<file path="src/rtl/fa_2_adder.sv">
// Ripple-carry adder with a combinational result and a 1-cycle registered result.
// Optional FA2_PARITY_EN adds o_par, the registered XOR-reduction of o_q.
module fa_2_adder #(
    parameter int WIDTH = 2
) (
    input  logic             clk,
    input  logic             rst_n,
    input  logic [WIDTH-1:0] a,
    input  logic [WIDTH-1:0] b,
    input  logic             cin,
    input  logic             in_valid,
    output logic [WIDTH:0]   o,
    output logic [WIDTH:0]   o_q,
`ifdef FA2_PARITY_EN
    output logic             o_par,
`endif
    output logic             out_valid
);

    logic [WIDTH:0]   carry;
    logic [WIDTH-1:0] sum;

    assign carry[0] = cin;

    for (genvar i = 0; i < WIDTH; i++) begin : g_cell
        logic p;
        assign p            = a[i] ^ b[i];
        assign sum[i]       = p ^ carry[i];
        assign carry[i+1]   = (a[i] & b[i]) | (carry[i] & p);
    end

    assign o = {carry[WIDTH], sum};

    logic [WIDTH:0] sum_q, sum_d;
    logic           valid_q, valid_d;

    always_comb begin
        sum_d   = sum_q;
        valid_d = in_valid;
        if (in_valid) begin
            sum_d = o;
        end
    end

    always_ff @(posedge clk or negedge rst_n) begin
        if (!rst_n) begin
            sum_q   <= '0;
            valid_q <= 1'b0;
        end else begin
            sum_q   <= sum_d;
            valid_q <= valid_d;
        end
    end

    assign o_q       = sum_q;
    assign out_valid = valid_q;

`ifdef FA2_PARITY_EN
    logic par_q, par_d;

    always_comb begin
        par_d = par_q;
        if (in_valid) begin
            par_d = ^o;
        end
    end

    always_ff @(posedge clk or negedge rst_n) begin
        if (!rst_n) begin
            par_q <= 1'b0;
        end else begin
            par_q <= par_d;
        end
    end

    assign o_par = par_q;
`endif

endmodule

</file>
<file path="config.mk">
export PLATFORM = sky130hd
export DESIGN_NAME = fa_2_adder
export DESIGN_NICKNAME = d
export VERILOG_FILES = /design/src/rtl/fa_2_adder.sv
export SDC_FILE = /design/constraint.sdc
export NUM_CORES = 1
export LEC_CHECK = 0
export BUFFER_PORTS_ARGS = -buffer_cell sky130_fd_sc_hd__buf_2
export CORE_AREA = 4 4 41 43
export CTS_BUF_LIST = sky130_fd_sc_hd__clkbuf_16
export DETAILED_ROUTE_END_ITERATION = 10
export DIE_AREA = 0 0 45 47
export PLACE_DENSITY = 0.4
export REMOVE_ABC_BUFFERS = 1
export SYNTH_ARGS = -nofsm -noshare
export SYNTH_HDL_FRONTEND = slang
export SYNTH_SLANG_ARGS = --single-unit
export TNS_END_PERCENT = 20
</file>
<file path="constraint.sdc">
create_clock -name clk -period 4.3 [get_ports clk]
set_input_delay 0.645 -clock clk [delete_from_list [all_inputs] [get_ports clk]]
set_output_delay 0.645 -clock clk [all_outputs]
set_load 0.03 [all_outputs]
</file>
* After elaboration in Yosys (flattened, before gate mapping)
Index checks and enable logic that the tools add are counted.
Storage, ports and cells: register bits after elaboration 4, bits of input ports 8, output and inout port bits 7, logic and storage cells 12
Operators by class: bitwise logic cells 10
Operators by type and width (count):
- 1-bit AND | 4
- 1-bit XOR | 4
- 1-bit bitwise OR | 2

* Depth between registers and ports, before layout
Gate-level depths: netlist of run 1.
word-level depth 5, mapped depth 5, depth with buffers taken out 5

* Least setup slack after synthesis of run 1
No wires, ideal clock.
kind input port to output port, start in a[0], end out o[1], arrival time 1.747 ns, required time 3.655 ns, path slack 1.908 ns, stages 4, buffers on the path 0, cell sequence inv_1 -> fa_1 -> fa_1 -> inv_1
Between the ends: longest elaborated chain between the ends 4, elaborated cells between the ends (all ways) 5, those cells by class bitwise (5)
RTL lines:
- start: declaration | RTL line 8 | input logic [WIDTH-1:0] a,
- 1-bit XOR | RTL line 27 | assign p = a[i] ^ b[i];
- 1-bit AND | RTL line 29 | assign carry[i+1] = (a[i] & b[i]) | (carry[i] & p);
- 1-bit bitwise OR * | RTL line 29
- 1-bit XOR * | RTL line 28 | assign sum[i] = p ^ carry[i];
- end: declaration | RTL line 12 | output logic [WIDTH:0] o,
Every way passes the cells marked *; elsewhere a longest branch is shown, timed or not.

* Final worst setup path of run 1
Ends and elaborated chain as after synthesis.

==> results of run 1 <==
[power by group through the flow]
stage	Clock [mW]	Sequential (mW)	Combinational [mW]
2_1_floorplan	0	0.0585	0.0193
3_3_place_gp	0	0.0465	0.0473
3_5_place_dp	0	0.0464	0.0483
4_1_cts	0.147	0.0461	0.0484
5_1_grt	0.149	0.0470	0.0517
6_report	0.144	0.0459	0.0471
[layout make-up]
| cell class | instances | area share [%] |
|---|---|---|
| well taps | 15 | 5.102 |
| clock buffers | 3 | 20.41 |
| inverters | 8 | 8.163 |
| flip-flops and latches | 4 | 27.21 |
| repair buffers | 14 | 19.05 |
| multi-input cells | 5 | 20.07 |
[per-stage QoR]
| stage | setup slack [ns] | util, % | cell area, um^2 | instances |
|---|---|---|---|---|
| after floorplan | 1.908 | - | 203.9 | 17 |
| after global placement | 1.760 | 22.50 | 292.8 | 46 |
| after detailed placement | 1.729 | 22.50 | 292.8 | 46 |
| after CTS | 1.729 | 28.27 | 367.9 | 49 |
| after global routing | 1.699 | 28.27 | 367.9 | 49 |
| final | 1.749 | 28.27 | 367.9 | 49 |
[sequential cells by signal, summed over array words and instances, names as in the netlist]
register / cells
o_q: 3
out_valid: 1
[path summary, 6_finish.rpt]
path,startpoint,end,slack [ns],depth (start not counted)
worst min register to register,o_q[0],o_q[0],0.49,1
worst min-delay path,rst_n,out_valid,0.22,1
max in group asynchronous,rst_n,o_q[0],3.96,1
worst max register to register,o_q[2],o_q[2],3.56,1
min in group clk,o_q[0],o_q[0],0.49,1
worst max-delay path,a[0],o[1],1.75,6
[cells by family (layout without fill, tap and decap cells)]
| logic type | after synthesis | after routing | synth area share, % |
|---|---|---|---|
| muxes | 3 | 3 | 16.56 |
| DFF | 4 | 4 | 49.08 |
| buffers and inverters | 8 | 25 | 14.72 |
| adders and majority gates | 2 | 2 | 19.63 |
[Yosys cell counts]
library cell / count / area [um^2]
dfrtp_1: 4 / 100.1
inv_1: 8 / 30.03
fa_1: 2 / 40.04
mux2_2: 3 / 33.78
[metal layers]
metal	GRT usage, %	share of wire, %	up-vias
met5	0	0	-
met4	5.263	0	0
met1	5.774	37	81
li1	-	-	81
met3	2.682	6.6	0
met2	10.45	56	7
==> reports/results.ini, run 1 <==
[grt]
grt_pass1_vias = 219
grt-ovfl-total = 0
grt_pass1_wl_um = 876
antenna_found_initial = 0
track_usage_pct = 6.195
grt_start_max_net_pins = 5

[setup_path]
worstPathCellList = buf_2, inv_1, fa_1, fa_1, inv_1, buf_2
slowest_delay_ns = 0.43
worst_setup_path_start_kind = input port
required_ns = 3.65
path_delay_family = adder cells
end_kind = primary output
cp.buffers_inverters = 4
cp_slowest_cell = fa_1
path_class = in2out
worst_ep_arrival_time_ns = 1.91
crit_path_max_fanout = 2

[floorplanning]
fp.dieH_um = 47
core_area_mm2 = 0.001301
start_util_pct = 15.67
die_w_um = 45
die_area_mm2 = 0.002115
rows = 13
ioPinCount = 15

[synth]
syn_area_um2 = 203.9
ys_warn_count = 0
ys_seq_elements = 4
syn_avg_cell_area_um2 = 12.00
yosysSeqAreaShare_pct = 49.08
ys_types = 4
netlist_instances = 17

[drt]
num_vias = 169
drt_iter0_drc = 0
via_per_inst = 3.449
route.detailed.drc = 0
ant_nets = 0
routed_wl_um = 498
first_pass_iters = 1
routedWlPerCell_um = 10.16

[clock_tree]
cts_buffers = 3
clock_sinks = 4
clockRootBuffer = clkbuf_16
h-tree-depth = 1
clkLatencyLatePin_ns = 0.22
cts_buffer_depth = 2
cts_tree = yes
hold_buffers = 0
cts.clk_slew.worst_paths_ns = 0.03
ctsResizeCount = 0
cts_setup_buffers = 0

[pwr]
power_frac_clock_pct = 60.7
power_mw = 0.2367
combPwrFrac_pct = 19.9
swShare_pct = 24.84
power.share.sequential_pct = 19.4
p_sw_mw = 0.05879
powerDensity_mw_per_mm2 = 643.4
vdd_ir_drop_max_mv = 0.2047
p_leak_nw = 0.2079
p_int_mw = 0.1779

[final_layout]
final_common_cell = buf_2
diodes = 0
drive_gt1_share_pct = 58.82
seq_area_um2 = 100.1
fillCellCount = 151
finalNetCount = 46
multi_input_area_um2 = 73.82
syn_to_final_growth_pct = 80.37
most-common-layout-cells = buf_2, inv_1, dfrtp_1

[sta]
slew-limit-headroom_pct = 89.20
hold_viol = 0
min_period_ns = 2.551
fin_crit_sh_pct = 59.32
max_freq_ghz = 0.3921
tightest_slew_ns = 0.1631
rsz0062_at_grt = false
setup_viol = 0
clock_skew_ns = 0
setup_tns_ns = 0
slew_viol_final = 0
hold_ws_ns = 0.2206

[run_status]
status = complete, no violations

[placed_design]
dp.final_hpwl_um = 400
portBuffers = 14
place.gp.congestion = 0.6352

[run]
maxCapViolCount = 0

[min_path]
min-delay-path-class = in2async

Note: power is estimated with default switching activity, not from simulation.
==> inputs of run 2 (changes only) <==
Clock period 4.3 ns to 2.6 ns, I/O delays scaled along.
==> run 2 against run 1 <==
Compared with the run above:
- sequential cell count unchanged
- sequential share of layout area down 0.72 points
- wire length down 3.6%
- die area unchanged
- register-to-register slack worse by 1.7 ns
- count of clock-buffer cells in the layout stayed put
- total power is 65% higher
==> reports/results.ini, run 2 (synthesis gave the netlist of run 1 again) <==
[clock_tree]
cts_setup_buffers = 0  ; unchanged
clockRootBuffer = clkbuf_16
h-tree-depth = 1  ; unchanged
cts_buffers = 3  ; unchanged
cts_buffer_depth = 2  ; unchanged
clkLatencyLatePin_ns = 0.22  ; about the same
clock_sinks = 4  ; unchanged
cts.clk_slew.worst_paths_ns = 0.03  ; about the same
cts_tree = yes
ctsResizeCount = 0  ; unchanged

[sta]
setup_viol = 0  ; unchanged
rsz0062_at_grt = false
max_freq_ghz = 0.4902
slew_viol_final = 0  ; unchanged
hold_ws_ns = 0.3369  ; +0.1163 ns
slew-limit-headroom_pct = 89.51  ; +0.31 points
min_period_ns = 2.040
fin_crit_sh_pct = 78.47
hold_viol = 0  ; unchanged
setup_tns_ns = 0  ; unchanged
clock_skew_ns = 0  ; unchanged
tightest_slew_ns = 0.1584  ; -0.004692 ns

[grt]
grt_pass1_vias = 203  ; -7.3%
grt_start_max_net_pins = 5  ; unchanged
grt-ovfl-total = 0  ; unchanged
grt_pass1_wl_um = 828  ; -5.5%
track_usage_pct = 5.957  ; -0.24 points
antenna_found_initial = 0  ; unchanged

[floorplanning]
core_area_mm2 = 0.001301  ; unchanged
fp.dieH_um = 47  ; unchanged
start_util_pct = 15.67  ; unchanged
rows = 13  ; unchanged
ioPinCount = 15  ; unchanged
die_area_mm2 = 0.002115  ; unchanged
die_w_um = 45  ; unchanged

[setup_path]
end_kind = primary output
worst_ep_arrival_time_ns = 1.65  ; -0.26 ns
required_ns = 2.21  ; -1.44 ns
crit_path_max_fanout = 2  ; unchanged
path_class = in2out
worst_setup_path_start_kind = input port

[run_status]
status = complete, no violations

[drt]
met3WireLength_um = 60  ; +82%
drt_iter0_drc = 0  ; unchanged
routedWlPerCell_um = 9.600  ; -5.5%
first_pass_iters = 1  ; unchanged
num_vias = 173  ; +2.4%
top_layer = met4
routed-wl-met2_um = 247  ; -11%
ant_nets = 0  ; unchanged
via_per_inst = 3.460  ; +0.32%
routed_wl_um = 480  ; -3.6%
route.detailed.drc = 0  ; unchanged
wl_met1_um = 164  ; -11%

[final_layout]
multi_input_area_um2 = 73.82  ; unchanged
diodes = 0  ; unchanged
finalNetCount = 47  ; +2.2%
largest_reg_flops = 3  ; unchanged
seq_area_um2 = 100.1  ; unchanged
final_common_cell = buf_2
fillCellCount = 150  ; -0.66%
syn_to_final_growth_pct = 85.28
most-common-layout-cells = buf_2, inv_1, dfrtp_1
drive_gt1_share_pct = 57.14  ; -1.7 points

[pwr]
vdd_ir_drop_max_mv = 0.3682  ; +80%
p_leak_nw = 0.2120  ; +2.0%
powerDensity_mw_per_mm2 = 1032  ; +60%

[placed_design]
portBuffers = 14  ; unchanged
place.gp.congestion = 0.6361  ; +0.14%
dp.final_hpwl_um = 405.7  ; +1.4%

[min_path]
min-delay-path-class = in2reg

[run]
maxCapViolCount = 0  ; unchanged

==> run 2: power by group <==
part / internal (mW) / switching, mW / leakage, nW / total, mW
clock: 0.196 / 0.0398 / 0.0370 / 0.236
sequential: 0.0722 / 0.00348 / 0.0467 / 0.0757
combinational: 0.0265 / 0.0518 / 0.128 / 0.0783
==> run 2: final cells by class <==
type | instances | area share [%]
clock buffer | 3 | 19.87
inverter | 8 | 7.947
multi-input combinational | 5 | 19.54
sequential | 4 | 26.49
tap | 15 | 4.967
timing repair buffer | 15 | 21.19
==> run 2: worst max-delay path, cell delays in order <==
cell	delay, ns
buf_2	0.07
inv_1	0.04
fa_1	0.43
fa_1	0.43
inv_1	0.08
buf_2	0.20
==> run 2: per-stage QoR <==
step           cells  worst slack, ns  util (%)  total power, mW  area, um^2
3_3_place_gp      46           0.5702     22.50           0.1551       292.8
2_1_floorplan     17           0.7178         -           0.1287       203.9
3_5_place_dp      46           0.5376     22.50           0.1562       292.8
6_report          50           0.5599     29.04           0.3901       377.9
4_1_cts           50           0.5363     29.04           0.3968       377.9
5_1_grt           50           0.5147     29.04           0.4095       377.9
==> run 2: metal layers <==
metal,up-vias,global-route usage [%]
li1,84,-
met1,80,5.774
met2,7,8.475
met3,2,3.065
met4,0,7.018
met5,-,0
==> run 2: worst paths after layout <==
kind	start	endpoint	slack (ns)	cells past startpoint
max in group asynchronous	rst_n	o_q[1]	1.97	2
worst min register to register	o_q[1]	o_q[1]	0.49	1
worst max register to register	o_q[2]	o_q[2]	1.86	1
worst max-delay path	a[0]	o[1]	0.56	6
min in group asynchronous	rst_n	o_q[2]	0.51	2
worst min-delay path	in_valid	out_valid	0.34	1
==> run 2: what timing repair did <==
action	4_1_cts	5_1_grt
endpoints found under the setup margin	0	0
endpoints found under the hold margin	4	0
hold buffers	1	0
==> inputs of run 3 (changes only) <==
Settings changed: PLACE_DENSITY 0.4 to 0.41.
Clock period 2.6 ns to 1.8 ns, I/O delays scaled along.
==> run 3 against run 2 <==
Compared with the run above:
- count of clock-buffer cells in the layout unchanged
- critical path depth unchanged
- cell count unchanged
- clock power is 48% higher
- final area is 1.3% higher
- sequential share of layout area decreased by 0.35 points
- first-iteration DRC count did not move
- total power is 48% higher
- register-to-register slack lost 0.81 ns
- clock skew stayed put
- critical path type unchanged
- largest cell class unchanged
- highest routed layer unchanged
==> reports/results.ini, run 3 (synthesis gave the netlist of run 1 again) <==
[run_status]
status = complete, no violations

[pwr]
powerDensity_mw_per_mm2 = 1506  ; +46%
power_mw = 0.5766  ; +48%
p_leak_nw = 0.2121  ; about the same
vdd_ir_drop_max_mv = 0.5366  ; +46%

[floorplanning]
fp.dieH_um = 47  ; unchanged
start_util_pct = 15.67  ; unchanged
ioPinCount = 15  ; unchanged
die_area_mm2 = 0.002115  ; unchanged
die_w_um = 45  ; unchanged
rows = 13  ; unchanged
core_area_mm2 = 0.001301  ; unchanged

[sta]
rsz0062_at_grt = false
tightest_slew_ns = 0.1600  ; +0.001575 ns
hold_ws_ns = 0.2198  ; -0.1172 ns
min_period_ns = 1.738
clock_skew_ns = 0  ; unchanged
slew-limit-headroom_pct = 89.41  ; -0.10 points
fin_crit_sh_pct = 96.53
setup_viol = 0  ; unchanged
max_freq_ghz = 0.5755
slew_viol_final = 0  ; unchanged
hold_viol = 0  ; unchanged

[final_layout]
finalNetCount = 47  ; unchanged
syn_to_final_growth_pct = 87.73
drive_gt1_share_pct = 60.00  ; +2.9 points
diodes = 0  ; unchanged
layoutNonFillerInstCount = 50  ; unchanged
final_common_cell = buf_2
postLayoutCellArea_um2 = 382.9  ; +1.3%
largest_reg_flops = 3  ; unchanged
most-common-layout-cells = buf_2, inv_1, dfrtp_1

[grt]
use_met2_pct = 11.02  ; +2.5 points
antenna_found_initial = 0  ; unchanged
grt-ovfl-total = 0  ; unchanged
track_usage_pct = 6.587  ; +0.63 points
use_met1_pct = 4.839  ; -0.93 points
busiest_layer = met2
grt_pass1_vias = 209  ; +3.0%
grt_start_max_net_pins = 5  ; unchanged
grt_pass1_wl_um = 869  ; +5.0%
grt_util_met3_pct = 3.065  ; unchanged

[setup_path]
crit_path_max_fanout = 2  ; unchanged
cp.buffers_inverters = 4  ; unchanged
worst_ep_arrival_time_ns = 1.47  ; -0.18 ns
worst_setup_path_start_kind = input port
required_ns = 1.53  ; -0.68 ns
path_delay_family = adder cells
slowest_delay_ns = 0.48  ; +0.05 ns
path_class = in2out
end_kind = primary output
crit_start = a[0]
timing.rr.start = o_q[1]
worstPathCellList = buf_2, inv_1, fa_2, fa_1, inv_1, buf_4
cp_slowest_cell = fa_1
cp_common_cell = inv_1

[drt]
num_vias = 178  ; +2.9%
drt_iter0_drc = 0  ; unchanged
routedWlPerCell_um = 10.80  ; +13%
ant_nets = 0  ; unchanged
via_per_inst = 3.560  ; +2.9%
route.detailed.drc = 0  ; unchanged
routed_wl_um = 540  ; +13%
first_pass_iters = 1  ; unchanged

[min_path]
min-delay-path-class = in2reg
worstHoldStart = in_valid

[clock_tree]
h-tree-depth = 1  ; unchanged
clock_sinks = 4  ; unchanged
clockRootBuffer = clkbuf_16
cts_setup_buffers = 0  ; unchanged
cts_tree = yes
cts_buffer_depth = 2  ; unchanged
cts.clk_slew.worst_paths_ns = 0.03  ; about the same
clkLatencyLatePin_ns = 0.22  ; about the same
cts_buffers = 3  ; unchanged

[placed_design]
dp.cells = 46  ; unchanged
dp.final_hpwl_um = 431  ; +6.2%
place_area_um2 = 292.8  ; unchanged
portBuffers = 14  ; unchanged
place.gp.congestion = 0.6305  ; -0.88%

[run]
maxCapViolCount = 0  ; unchanged

run 3: cell counts in the layout (fill, tap and decap cells not counted):
No cell type changed its count.
run 3: per-layer routing:
metal,up-vias,wire [um]
met5,-,0
met4,0,23
met3,2,63
met2,9,303
met1,85,149
li1,82,-
run 3: stage by stage:
step	worst slack (ns)	util [%]	setup TNS, ns
after floorplan	0.04685	-	0
after global placement	0.01218	22.50	0
after detailed placement	-0.01446	22.50	-0.01446
after CTS	0.05105	29.42	0
after global routing	0.02520	29.42	0
final	0.06242	29.42	0
run 3: path summary, 6_finish.rpt:
kind,to,slack [ns],cells past startpoint
worst max-delay path,o[1],0.06,6
worst min-delay path,out_valid,0.22,1
worst max register to register,o_q[1],1.05,1
worst min register to register,o_q[0],0.50,1
max in group asynchronous,o_q[1],1.31,2
min in group asynchronous,o_q[0],0.38,2
run 3: timing repair:
item | 4_1_cts | 5_1_grt
hold endpoints to repair | 4 | 0
gates resized for setup | 2 | 0
endpoints found under the setup margin | 1 | 0
hold buffers | 1 | 0
run 3: where the power goes:
| group | switching [mW] | leakage [nW] | internal [mW] |
|---|---|---|---|
| clock network | 0.0649 | 0.0370 | 0.284 |
| registers | 0.00601 | 0.0467 | 0.104 |
| logic | 0.0763 | 0.128 | 0.0410 |
| total | 0.147 | 0.212 | 0.429 |
run 3: area by class of cell:
type	count	area (um^2)
multi-input combinational	5	76.32
timing repair buffer	15	82.58
inverter	8	30.03
tap	15	18.77
fill	140	918.4
clock buffer	3	75.07
sequential	4	100.1
